`src/rtl/cdb_arbiter_pkg.sv`:
```
// Shared definitions for the common data bus arbiter.
//   NUM_CDB_SRC / CDB_BUF_DEPTH : default source count and per-source FIFO depth
//   PHYS_REG_W / CDB_DATA_W     : physical register tag and result value widths
//   FU_*_CDB_IDX                : fixed mapping of functional units onto arbiter sources
//   cdb_packet_t                : one broadcast on the common data bus
package cdb_arbiter_pkg;

  localparam int NUM_CDB_SRC   = 4;
  localparam int CDB_BUF_DEPTH = 2;
  localparam int PHYS_REG_W    = 7;
  localparam int CDB_DATA_W    = 64;

  localparam int FU_ALU0_CDB_IDX = 0;
  localparam int FU_ALU1_CDB_IDX = 1;
  localparam int FU_MULT_CDB_IDX = 2;
  localparam int FU_LD_CDB_IDX   = 3;

  typedef struct packed {
    logic                  valid;
    logic [PHYS_REG_W-1:0] tag;
    logic [CDB_DATA_W-1:0] value;
  } cdb_packet_t;

endpackage

```
`src/rtl/cdb_src_fifo.sv`:
```
// Per-source result FIFO feeding the CDB arbiter.
//   clock/reset : rising-edge clock, asynchronous active-low reset
//   squash      : empties the FIFO at the edge; beats push and pop
//   push/push_pkt : write one packet at the tail (caller gates with !full)
//   pop         : drop the head entry (caller gates with !empty)
//   head_pkt    : current head entry
//   full/empty  : decoded from registered count only
module cdb_src_fifo #(
  parameter int DEPTH = 2,
  parameter int PKT_W = 71
) (
  input  logic             clock,
  input  logic             reset,
  input  logic             squash,
  input  logic             push,
  input  logic [PKT_W-1:0] push_pkt,
  input  logic             pop,
  output logic [PKT_W-1:0] head_pkt,
  output logic             full,
  output logic             empty
);

  localparam int AW = $clog2(DEPTH);
  localparam int CW = AW + 1;
  localparam logic [CW-1:0] FULL_CNT = CW'(DEPTH);

  logic [PKT_W-1:0] r_mem [DEPTH];
  logic [AW-1:0]    r_head;
  logic [AW-1:0]    r_tail;
  logic [CW-1:0]    r_count;

  assign full     = (r_count == FULL_CNT);
  assign empty    = (r_count == '0);
  assign head_pkt = r_mem[r_head];

  // Storage needs no reset: entries are only observable through count.
  always_ff @(posedge clock) begin
    if (push && !squash) begin
      r_mem[r_tail] <= push_pkt;
    end
  end

  always_ff @(posedge clock or negedge reset) begin
    if (!reset) begin
      r_head  <= '0;
      r_tail  <= '0;
      r_count <= '0;
    end else if (squash) begin
      r_head  <= '0;
      r_tail  <= '0;
      r_count <= '0;
    end else begin
      if (push) r_tail <= r_tail + 1'b1;
      if (pop)  r_head <= r_head + 1'b1;
      if (push && !pop)      r_count <= r_count + 1'b1;
      else if (pop && !push) r_count <= r_count - 1'b1;
    end
  end

endmodule

```
`src/rtl/cdb_arbiter.sv`:
```
// Common data bus arbiter: buffers completed FU results per source and
// broadcasts one per cycle, chosen round-robin among non-empty sources.
//   clock/reset    : rising-edge clock, asynchronous active-low reset
//   squash         : flush all buffered results, suppress next broadcast
//   fu_done_*      : per-source completed result (valid, tag, value)
//   fu_stall       : per-source FIFO full; FU must hold its result
//   cdb_valid/tag/value/src : registered broadcast and granted source index
module cdb_arbiter
  import cdb_arbiter_pkg::*;
#(
  parameter int NUM_SRC   = NUM_CDB_SRC,
  parameter int BUF_DEPTH = CDB_BUF_DEPTH,
  parameter int DATA_W    = CDB_DATA_W,
  parameter int PHYS_W    = PHYS_REG_W,
  localparam int SRC_W    = (NUM_SRC > 1) ? $clog2(NUM_SRC) : 1
) (
  input  logic                           clock,
  input  logic                           reset,
  input  logic                           squash,
  input  logic [NUM_SRC-1:0]             fu_done_valid,
  input  logic [NUM_SRC-1:0][PHYS_W-1:0] fu_done_tag,
  input  logic [NUM_SRC-1:0][DATA_W-1:0] fu_done_value,
  output logic [NUM_SRC-1:0]             fu_stall,
  output logic                           cdb_valid,
  output logic [PHYS_W-1:0]              cdb_tag,
  output logic [DATA_W-1:0]              cdb_value,
  output logic [SRC_W-1:0]               cdb_src
);

  localparam int PKT_W = PHYS_W + DATA_W;

  logic [PKT_W-1:0]   w_head [NUM_SRC];
  logic [NUM_SRC-1:0] w_full;
  logic [NUM_SRC-1:0] w_empty;
  logic [NUM_SRC-1:0] w_pop;
  logic               w_gnt_valid;
  logic [SRC_W-1:0]   w_gnt_idx;
  logic [PKT_W-1:0]   w_gnt_pkt;
  logic [SRC_W-1:0]   r_rr_ptr;

  assign fu_stall = w_full;

  for (genvar i = 0; i < NUM_SRC; i++) begin : g_src
    cdb_src_fifo #(
      .DEPTH (BUF_DEPTH),
      .PKT_W (PKT_W)
    ) u_fifo (
      .clock    (clock),
      .reset    (reset),
      .squash   (squash),
      .push     (fu_done_valid[i] && !w_full[i]),
      .push_pkt ({fu_done_tag[i], fu_done_value[i]}),
      .pop      (w_pop[i]),
      .head_pkt (w_head[i]),
      .full     (w_full[i]),
      .empty    (w_empty[i])
    );
    assign w_pop[i] = w_gnt_valid && (w_gnt_idx == SRC_W'(i)) && !squash;
  end

  // Rotate the scan start to rr_ptr; first non-empty source wins.
  always_comb begin
    int unsigned v_idx;
    w_gnt_valid = 1'b0;
    w_gnt_idx   = '0;
    v_idx       = 0;
    for (int unsigned k = 0; k < NUM_SRC; k++) begin
      v_idx = (32'(r_rr_ptr) + k) % NUM_SRC;
      if (!w_gnt_valid && !w_empty[v_idx]) begin
        w_gnt_valid = 1'b1;
        w_gnt_idx   = SRC_W'(v_idx);
      end
    end
  end

  assign w_gnt_pkt = w_head[w_gnt_idx];

  always_ff @(posedge clock or negedge reset) begin
    if (!reset) begin
      r_rr_ptr  <= '0;
      cdb_valid <= 1'b0;
      cdb_tag   <= '0;
      cdb_value <= '0;
      cdb_src   <= '0;
    end else if (squash) begin
      cdb_valid <= 1'b0;
    end else if (w_gnt_valid) begin
      cdb_valid <= 1'b1;
      cdb_tag   <= w_gnt_pkt[PKT_W-1:DATA_W];
      cdb_value <= w_gnt_pkt[DATA_W-1:0];
      cdb_src   <= w_gnt_idx;
      r_rr_ptr  <= (w_gnt_idx == SRC_W'(NUM_SRC - 1)) ? '0 : w_gnt_idx + 1'b1;
    end else begin
      cdb_valid <= 1'b0;
    end
  end

endmodule

```
`config.mk`:
```
export PLATFORM = sky130hd
export DESIGN_NAME = cdb_arbiter
export DESIGN_NICKNAME = d
export VERILOG_FILES = /design/src/rtl/cdb_arbiter_pkg.sv /design/src/rtl/cdb_src_fifo.sv /design/src/rtl/cdb_arbiter.sv
export SDC_FILE = /design/constraint.sdc
export NUM_CORES = 1
export LEC_CHECK = 0
export CAP_MARGIN = 0
export CORE_ASPECT_RATIO = 0.7
export CORE_MARGIN = 3
export CORE_UTILIZATION = 25
export CTS_CLUSTER_DIAMETER = 150
export DETAILED_ROUTE_END_ITERATION = 8
export PLACE_DENSITY = 0.47
export SYNTH_ARGS = -nofsm -noshare
export SYNTH_HDL_FRONTEND = slang
export SYNTH_SLANG_ARGS = --single-unit
```
`constraint.sdc`:
```
create_clock -name clock -period 8.6 [get_ports clock]
set_clock_uncertainty 0.1 [all_clocks]
set_input_delay 1.29 -clock clock [delete_from_list [all_inputs] [get_ports clock]]
set_output_delay 1.29 -clock clock [all_outputs]
set_load 0.01 [all_outputs]
```
==> metrics.cfg <==
[status]
outcome = completed

[logic_synthesis]
syn_inst = 1612
synth_area_leaders = edfxtp_1 (65%), mux2i_1 (11%), dfrtp_1 (8.7%), mux2_2 (3.1%), o21ai_0 (2.8%)
synth_edf_count = 568
avgSynthCellArea_sq_um = 16.38
postSynth.asyncResetShare = 0.1394
synthFlopType = edfxtp_1
synth_nets = 1904
yosys.area.top_type = edfxtp_1
synth_top_area_frac = 0.6459
ys_types = 58
yosys_warnings = 0
synth_seq_cells = 660
synth_sequential_area_ratio = 0.7331
syn_area_sq_mm = 0.02641

[worst_setup_path]
worstPathMaxFanout = 75
required_ns = 9.05
reg2regPathDepth = 6
startpoint_type = input port
crit_start = squash
worst-setup-path-type = in2reg
arrival_ns = 3.99
end_kind = register
r2r_start = r_rr_ptr[1]

[route]
vias = 15630
drtPass1Iterations = 6
routedWlPerCell_um = 24.00
drc = 0
drtIter0Drc = 1016
routed_wl_um = 82870
viasPerCell = 4.526
ant_nets = 0

[power]
vdd_drop_max_mv = 0.2914
power_density_mw_per_mm2 = 336.3
power.total_mw = 11.53
leakagePower_nw = 11.13

[placed_design]
gp_congestion = 0.7424
place_hpwl_um = 51780
placed_cell_area_sq_mm = 0.03166
portBuffers = 368

[global_routing]
antenna_found_initial = 7
grt_pass1_vias = 16510
grt_usage = 0.1495
grt_pass1_wl_um = 118200
grt_overflow = 0
grt_max_degree = 76

[timing]
worst_pin_slew_ns = 1.227
finalSetupTns_ns = 0
fin_crit_sh = 0.4123
fin_crit_ns = 3.546
setup_viol = 0
max_freq_ghz = 0.2820
rsz0062_at_grt = false
slew_headroom = 0.1822
slew_violations = 0
hold_viol = 0

[finish]
area_delta_synth_final_pct = 29.90
mostFrequentLayoutCells = edfxtp_1 (568), clkdlybuf4s50_1 (367), mux2i_1 (285), o21ai_0 (149), dfrtp_1 (88)
layout_commonest_cell = edfxtp_1
layout-drive-gt1-share = 0.1248
final_cell_area_sq_mm = 0.03430
fin_nets = 2265

[clock_network]
clk_path_buf_depth = 3
post_cts_resized = 0
root_buffer = clkbuf_16
cts_sinks = 660
numCtsBuffers = 75
cts_setup_buffers = 0
clk_latency_ns = 0.64
path_clk_slew_ns = 0.07
htree_levels = 3
hold_buffers = 0
cts_tree = built

[floorplan]
core_sq_mm = 0.1044
dieArea_sq_mm = 0.1096
die_w_um = 394.4
fp.dieH_um = 277.9
initial_core_util = 0.2529
ios = 369
core.rowCount = 99

[min_path]
hold_path.startpoint = cdb_src[1]
hold_path.class = reg2reg
min_path_cells = 2

[job]
max_cap_violations = 0

[cell type report]
type	instances	area, sq um
fill	10080	70120
sequential	660	19370
multi-input combinational	829	6566
timing repair buffer	399	3918
clock buffer	87	1984
tap	1414	1769
clock inverter	53	645.6
inverter	8	36.28
antenna	3	7.507
[cells in the mapped netlist (5+ instances only)]
library cell    n
a21oi_1         8
a22oi_1        70
buf_2          21
buf_6           8
clkbuf_1       77
dfrtp_1        92
edfxtp_1      568
inv_1           6
mux2_2         73
mux2i_1       285
nand2_1        15
nor2_1         20
nor3b_1         5
o21ai_0       149
o21ai_1        70
o22ai_1        72
xor2_1          6
[report_power, final]
part | switching (mW) | total, mW | leakage [nW] | internal, mW
registers | 0.391 | 4.33 | 6.28 | 3.94
clock network | 1.35 | 3.41 | 1.27 | 2.06
logic | 2.20 | 3.80 | 3.58 | 1.60
total | 3.94 | 11.5 | 11.1 | 7.59
[routing by layer]
layer	routed length, um	vias to the layer above	part of all wire	GRT usage
met5	45	-	0.00054	0
met1	39020	7978	0.47	0.2119
met4	1673	6	0.020	0.03703
met3	5269	98	0.064	0.03968
met2	36870	452	0.44	0.2274
li1	-	7096	-	-
[metrics by stage]
step | setup slack (ns) | utilization | hold slack (ns) | cells
floorplan | 1.048 | - | 0.4109 | 1612
global placement | 4.491 | 0.3032 | 0.4219 | 3310
detailed placement | 4.462 | 0.3032 | 0.4181 | 3310
CTS | 5.002 | 0.3284 | 0.4066 | 3450
global route | 4.898 | 0.3284 | 0.4366 | 3450
finish | 5.054 | 0.3285 | 0.4282 | 3453
[worst max-delay path, cell delays in order]
cell	delay, ns
clkdlybuf4s50_1	0.41
buf_4	0.24
a21o_2	0.29
inv_6	0.43
buf_4	0.74
o21ai_0	0.17
o21ai_1	0.20
[path summary, 6_finish.rpt]
path                                               to  slack, ns
max                                     cdb_value[13]       5.05
min                                        cdb_src[1]       0.43
max reg2reg                g_src[0].u_fifo.r_count[0]       5.22
min reg2reg                                cdb_src[1]       0.43
max in group asynchronous      g_src[3].u_fifo.r_head       6.47
min in group asynchronous                  cdb_src[1]       0.46
[registers in the layout, summed over array words and instances, names as in the netlist]
| register | cells |
|---|---|
| cdb_src | 2 |
| r_rr_ptr | 2 |
| g_src.u_fifo.r_head | 4 |
| cdb_value | 64 |
| g_src.u_fifo.r_mem | 568 |
| g_src.u_fifo.r_tail | 4 |
| cdb_tag | 7 |
| g_src.u_fifo.r_count | 8 |
| cdb_valid | 1 |
[kinds of logic (layout without fill, tap and decap cells)]
| group | after synthesis | count (layout) | share of synthesized area |
|---|---|---|---|
| adders and majority gates | 1 | 1 | 0.0004738 |
| DFF | 660 | 660 | 0.7331 |
| buffers and inverters | 123 | 547 | 0.02137 |
| AOI/OAI and AO/OA | 396 | 396 | 0.08989 |
| xor gates and xnor gates | 10 | 10 | 0.003317 |
| other | 0 | 3 | 0 |
| muxes | 358 | 358 | 0.1392 |
| and+or+nand+nor | 64 | 64 | 0.01265 |
(Power assumes the default switching activity.)
